--- src/rtl/rf_wb_arbiter.sv ---
// Writeback arbiter: two one-entry requester buffers share the register file write port.
// Round-robin grant, registered write stage, and a pending-write bitmap for decode stalls.
module rf_wb_arbiter #(
  parameter  int DSIZE = 16,
  parameter  int RSIZE = 4,
  localparam int NREG  = 2**RSIZE
) (
  input  logic             Clock,
  input  logic             Reset,
  input  logic             A_Valid,
  input  logic [RSIZE-1:0] A_Addr,
  input  logic [DSIZE-1:0] A_Data,
  output logic             A_Ready,
  input  logic             B_Valid,
  input  logic [RSIZE-1:0] B_Addr,
  input  logic [DSIZE-1:0] B_Data,
  output logic             B_Ready,
  output logic             Wen,
  output logic [RSIZE-1:0] WAddr,
  output logic [DSIZE-1:0] WData,
  output logic [NREG-1:0]  Pending
);

  typedef enum logic {PTR_A = 1'b0, PTR_B = 1'b1} ptr_e;

  logic             r_a_full;
  logic [RSIZE-1:0] r_a_addr;
  logic [DSIZE-1:0] r_a_data;
  logic             r_b_full;
  logic [RSIZE-1:0] r_b_addr;
  logic [DSIZE-1:0] r_b_data;
  ptr_e             r_ptr;
  logic             r_wen;
  logic [RSIZE-1:0] r_waddr;
  logic [DSIZE-1:0] r_wdata;

  logic w_a_zero, w_b_zero;
  logic w_a_elig, w_b_elig;
  logic w_gnt_a, w_gnt_b;
  logic w_a_free, w_b_free;
  logic w_a_load, w_b_load;
  logic [NREG-1:0] w_pend;

  // Writes to R0 are dropped in the buffer: freed at once, no grant, pointer untouched.
  assign w_a_zero = r_a_full && (r_a_addr == '0);
  assign w_b_zero = r_b_full && (r_b_addr == '0);
  assign w_a_elig = r_a_full && (r_a_addr != '0);
  assign w_b_elig = r_b_full && (r_b_addr != '0);

  assign w_gnt_a = w_a_elig && (!w_b_elig || (r_ptr == PTR_A));
  assign w_gnt_b = w_b_elig && (!w_a_elig || (r_ptr == PTR_B));

  assign w_a_free = w_gnt_a || w_a_zero;
  assign w_b_free = w_gnt_b || w_b_zero;

  assign A_Ready = !Reset && (!r_a_full || w_a_free);
  assign B_Ready = !Reset && (!r_b_full || w_b_free);

  assign w_a_load = A_Valid && A_Ready;
  assign w_b_load = B_Valid && B_Ready;

  always_ff @(posedge Clock) begin
    if (Reset) begin
      r_a_full <= 1'b0;
      r_b_full <= 1'b0;
      r_ptr    <= PTR_A;
      r_wen    <= 1'b0;
      r_waddr  <= '0;
      r_wdata  <= '0;
    end else begin
      r_a_full <= (r_a_full && !w_a_free) || w_a_load;
      r_b_full <= (r_b_full && !w_b_free) || w_b_load;
      r_wen    <= w_gnt_a || w_gnt_b;
      if (w_gnt_a) begin
        r_waddr <= r_a_addr;
        r_wdata <= r_a_data;
        r_ptr   <= PTR_B;
      end else if (w_gnt_b) begin
        r_waddr <= r_b_addr;
        r_wdata <= r_b_data;
        r_ptr   <= PTR_A;
      end
    end
  end

  // Buffer payloads only matter while the matching full flag is set, so they skip reset.
  always_ff @(posedge Clock) begin
    if (w_a_load) begin
      r_a_addr <= A_Addr;
      r_a_data <= A_Data;
    end
    if (w_b_load) begin
      r_b_addr <= B_Addr;
      r_b_data <= B_Data;
    end
  end

  always_comb begin
    w_pend = '0;
    if (r_a_full) w_pend[r_a_addr] = 1'b1;
    if (r_b_full) w_pend[r_b_addr] = 1'b1;
    if (r_wen)    w_pend[r_waddr]  = 1'b1;
    w_pend[0] = 1'b0;
  end

  assign Pending = w_pend;
  assign Wen     = r_wen;
  assign WAddr   = r_waddr;
  assign WData   = r_wdata;

endmodule

--- config.mk ---
export PLATFORM = sky130hd
export DESIGN_NAME = rf_wb_arbiter
export DESIGN_NICKNAME = d
export VERILOG_FILES = /design/src/rtl/rf_wb_arbiter.sv
export SDC_FILE = /design/constraint.sdc
export NUM_CORES = 1
export LEC_CHECK = 0
export CAP_MARGIN = 0
export CORE_MARGIN = 1
export CORE_UTILIZATION = 27
export DETAILED_ROUTE_END_ITERATION = 7
export SYNTH_ARGS = -nofsm -noshare
export SYNTH_HDL_FRONTEND = slang
export SYNTH_SLANG_ARGS = --single-unit
--- constraint.sdc ---
create_clock -name Clock -period 2.3 [get_ports Clock]
set_input_delay 0.69 -clock Clock [delete_from_list [all_inputs] [get_ports Clock]]
set_output_delay 0.69 -clock Clock [all_outputs]
set_load 0.02 [all_outputs]
* Yosys cells after proc, flatten, opt, wreduce, memory -nomap -nowiden *
Index checks and enable logic that the tools add are counted.

word-level totals
  input bits = 44
  bits in read-only memories = 0
  flip-flop bits (word level) = 64
  bits in latches = 0
  bits in writable memories = 0
  memories kept = 0
  logic and storage cells = 70

cells by class
  reduce and logical (&&, ||, !) cells = 36
  $mul = 0
  order comparisons = 6
  multiplexer cells = 15
  eq/ne operators = 0
  shift-type cells = 0
  div/mod/pow operators = 0
  $add $sub $neg = 0
  bitwise gates (word level) = 3

operator list
  operator              count
  $mux W16              5
  $or A16 B16 Y16       2
  $logic_and A1 B1 Y1   15
  $lt A4 B5 Y1 const B  3
  $demux W1 S4          3
  $ge A4 B1 Y1 const B  3
  $logic_or A1 B1 Y1    9
  $logic_not A4 Y1      2
  $mux W4               2
  $reduce_bool A4 Y1    2
  $logic_not A1 Y1      7
  $mux W1               5
  $reduce_bool A2 Y1    1
  $not A1 Y1            1

* Longest topological paths before layout *
  depth in word-level cells = 10
  depth in mapped cells = 6
  mapped depth without buffers = 4

* Worst setup path after synthesis *
No wires, ideal clock.

  kind = register to register
  from = register r_b_addr[0]
  to = register r_a_addr[0], enable pin
  path slack = -0.362 ns
  data arrival time = 2.284 ns
  stages on the path, launching flop included = 5
  cells stage by stage = edfxtp_1 > o41a_4 > and2_2 > a31oi_1 > and2_1

on the way
  word-level cells in the longest chain between the ends = 9

RTL lines
  item                      RTL line  RTL
  start: declaration        30        logic [RSIZE-1:0] r_b_addr;
  start signal: assignment  93        r_b_addr <= B_Addr;
  $reduce_bool A4 Y1        48        assign w_b_elig = r_b_full && (r_b_addr != '0);
  $logic_and A1 B1 Y1       48
  $logic_not A1 Y1          50        assign w_gnt_a = w_a_elig && (!w_b_elig || (r_ptr == PTR_A));
  $logic_or A1 B1 Y1        50
  $logic_and A1 B1 Y1       50
  $logic_or A1 B1 Y1        53        assign w_a_free = w_gnt_a || w_a_zero;
  $logic_or A1 B1 Y1        56        assign A_Ready = !Reset && (!r_a_full || w_a_free);
  $logic_and A1 B1 Y1       56
  via A_Ready               13        output logic A_Ready,
  $logic_and A1 B1 Y1       59        assign w_a_load = A_Valid && A_Ready;
  via w_a_load              41        logic w_a_load, w_b_load;
  end signal: assignment    89        r_a_addr <= A_Addr;
  end: declaration          27        logic [RSIZE-1:0] r_a_addr;

The timed path passes the listed nets, and every way through them passes these cells.
A chain may end at the register's enable or synchronous reset.

* Worst setup path after layout *
  from = register r_b_addr[0]
  to = output A_Ready

on the way
  word-level cells in the longest chain between the ends = 8

RTL lines
  item                 RTL line
  $reduce_bool A4 Y1   48
  $logic_and A1 B1 Y1  48
  $logic_not A1 Y1     50
  $logic_or A1 B1 Y1   50
  $logic_and A1 B1 Y1  50
  $logic_or A1 B1 Y1   53
  $logic_or A1 B1 Y1   56
  $logic_and A1 B1 Y1  56
  end: declaration     13

Every way passes these cells.

==> impl.org <==
** Power and ir drop
- VDD IR-drop max :: 0.000376 V
- Final total power :: 2.98 mW
- Cell Pwr Density :: 671 mW/mm^2
- Pleak :: 1.71 nW

** Setup path
- In this run the worst setup path begins at r_b_addr[0]$_DFFE_PP_.
- STA classifies the critical path startpoint as a flop.
- WS Path Type :: reg2out
- STA classifies the critical path endpoint as an output port.
- Measured in cells, the most critical reg-to-reg path has a length of 5.
- Of all nets on the critical path, the largest fanout is 2.
- RR Endpoint :: WData[4]$_SDFFE_PP0P_
- In this run the register-to-register setup slack is 280 ps.
- At the worst endpoint, the required time is 1610 ps.
- Worst endpoint data arrival time :: 1770 ps
- In this run the worst setup path terminates at A_Ready.
- In this run the critical register-to-register path is launched from r_b_addr[0]$_DFFE_PP_.

** Placed design
- At the end of routability-driven placement, the weighted congestion stood at 0.798.
- Half-perimeter wire length of the detailed placement result :: 5230 um
- During placement, the flow inserted port buffers numbering 81.
- Including well taps, the total number of placed cells is 486.
- Once placement finished, the instance area stood at 0.00394 mm^2.
- Prior to clock tree synthesis, the placed netlist has a worst setup slack of -464 ps.

** Die
- Overall die width :: 104 um
- Number of cell rows :: 36
- I/O Pins :: 83
- Total core area :: 0.00995 mm^2
- From bottom edge to top edge, the die measures 104 um.
- The die covers 0.0108 mm^2.
- Initial Util :: 0.283

** Status
- Run status :: finished with violations
- The final reports fail on setup timing.

** Logic synthesis
- The synthesized design contains 64 register bits.
- Yosys mapped the design onto 39 distinct sky130hd cell types.
- Counting flops with an async set or reset pin after synthesis yields a share of 0.
- After synthesis, the cell types taking the most area are edfxtp_1 (43%), dfxtp_1 (17%), nand2_1 (7.3%), a311oi_1 (5.0%), nor2_1 (4.1%).
- During synthesis, Yosys emitted a total of 0 warnings.
- Portion of synthesized cell area occupied by the leading cell type :: 0.427
- In this run, synthesis inferred 40 flip-flops with an integrated enable.
- Most used DFF post-synth :: edfxtp_1
- The share of the Yosys chip area taken by registers is 0.598.
- A synthesized cell averages 11.1 um^2.
- Dominant cell by count in the synthesized netlist :: nand2_1
- Sorting the synthesized cells by how often they occur yields nand2_1 (55), edfxtp_1 (40), nor2_1 (31).
- Synth Cell Area :: 0.00281 mm^2
- Synthesis produced a netlist with a net count of 298.
- Synthesis produced a netlist whose cell count is 254.
- Summed over all instances, the cell type with the most area after synthesis is edfxtp_1.

** STA
- After layout, the minimum clock period comes to 2460 ps.
- Final hold violation count :: 0
- For the final routed database, the setup TNS stands at -578 ps.
- Worst hold slack :: 502 ps
- Of the available clock period, the critical path in the final layout requires 1.07.
- The count of final max-slew check failures is 0.
- Setup slack on the critical path of the routed design comes to -155 ps.
- Setup repair after global routing could not meet its margin everywhere.
- Between clock sinks in the finished design, the worst skew comes to 5.89 ps.
- Achievable frequency :: 0.407 GHz
- # setup viols final :: 8

** Global routing
- Number of antenna violations at the first check in global routing :: 0
- Pin count of the biggest net entering global routing :: 27
- The via count of the first global-routing pass is 2411.
- The first global-routing pass estimated 12000 um of wire.
- Global routing finished with a remaining overflow of 0.
- Overall track demand over capacity in global routing :: 0.144

** Layout
- The final layout contains 422 nets.
- Ratio of cells with drive above 1 in the final layout :: 0.321
- Diode insertion count for antenna repair :: 0
- Finished Layout Cells :: 516
- Relative to the synthesized area, the layout overhead comes to 57.9%.
- With fillers left out, the area of the finished cells amounts to 0.00444 mm^2.
- Layout Utilization :: 0.446

** Flow run
- Across the run, the number of max-cap violations was 0.

** Clocking
- Clock-pin slew reported for the worst setup and hold paths after clock tree synthesis :: 70 ps
- Clock insertion delay at the later pin of the skew report :: 340 ps
- TritonCTS built the clock tree.
- In this run the number of H-tree levels came out at 3.
- The longest clock path from root to sink contains 2 buffers.
- CTS saw 64 sinks.
- CTS root buffer :: clkbuf_8
- In this run, post-CTS hold repair placed 0 buffers.
- CTS Buf Count :: 9

** Routing
- First-pass DRT Iterations :: 4
- WL/cell :: 14.4 um
- Starting DRT DRC Count :: 87
- For this block, the routed nets add up to 7430 um of wire.
- Detailed routing inserted a total of 2353 vias.
- In the routed design, unresolved DRC markers number 0.
- In the routed layout, each cell is associated on average with a via count of 4.56.
- Once detail routing completed, the nets flagged for antenna violations numbered 0.

** Min path
- Worst hold path depth :: 2
- In this run the most critical hold path is launched from WData[13]$_SDFFE_PP0P_.
- The worst hold path belongs to the class reg2reg.
## per-layer routing
layer  GRT usage  wire length [um]
met1       0.162              3140
met2       0.257              3770
met3      0.0420               415
met4      0.0490                97
met5           0                 0
## cells in the final DEF, fill, tap and decap left out, types with 3 or more instances in the layout
cell type and n:
clkdlybuf4s50_1 64, nand2_1 54, edfxtp_1 40, buf_4 38, nor2_1 27, dfxtp_1 21, buf_6 18, a311oi_1 16
nand3_1 11, clkbuf_8 9, buf_2 7, nand3_2 5, a22oi_2 5, nor3b_1 4, a221o_1 4, dfxtp_2 3
nor2b_2 3, nor2_2 3, a22oi_1 3, bufinv_16 3
## cell type report
class | count | area [um^2]
fillers | 946 | 5510
flip-flops and latches | 64 | 1690
repair buffers | 128 | 1180
well taps | 133 | 166
clock inverters | 7 | 119
multi-input cells | 175 | 1160
clock buffers | 9 | 124
## worst max-delay path: stages, from the launching register on
cell and delay (ps):
edfxtp_1 430, o41a_4 520, and2_4 180, a31oi_4 150
buf_6 140
## worst min path at each step
stage	endpoint	slack, ps
after floorplan	WData[10]$_SDFFE_PP0P_	510
final	WData[13]$_SDFFE_PP0P_	500
after detailed placement	WData[1]$_SDFFE_PP0P_	490
after global routing	WData[5]$_SDFFE_PP0P_	530
after CTS	WData[1]$_SDFFE_PP0P_	500
after global placement	WData[12]$_SDFFE_PP0P_	490
## kinds of logic after synthesis
family                 after synthesis  synth area share
muxes                                1           0.00400
buffers and inverters               15            0.0422
and+or+nand+nor                    130             0.209
other                                1           0.00133
AOI/OAI and AO/OA                   43             0.145
DFF                                 64             0.598
## report_power, final
group          switching (mW)  leakage (nW)  total [mW]  internal [mW]
clock network           0.448         0.116        1.17          0.721
logic                   0.229          1.02       0.476          0.247
registers              0.0444         0.575        1.34           1.29
## state kept, by name, summed over array words and instances, names as in the netlist
signal / flops
r_ptr: 1
WData: 16
Wen: 1
r_b_addr: 4
r_b_full: 1
WAddr: 4
r_a_full: 1
r_a_data: 16
r_b_data: 16
r_a_addr: 4
## what timing repair did
item,CTS,global route
pin swaps,5,7
buffers inserted,11,3
hold endpoints to repair,0,0
endpoints found under the setup margin,17,17
gates resized for setup,97,34
(Power assumes the default switching activity.)
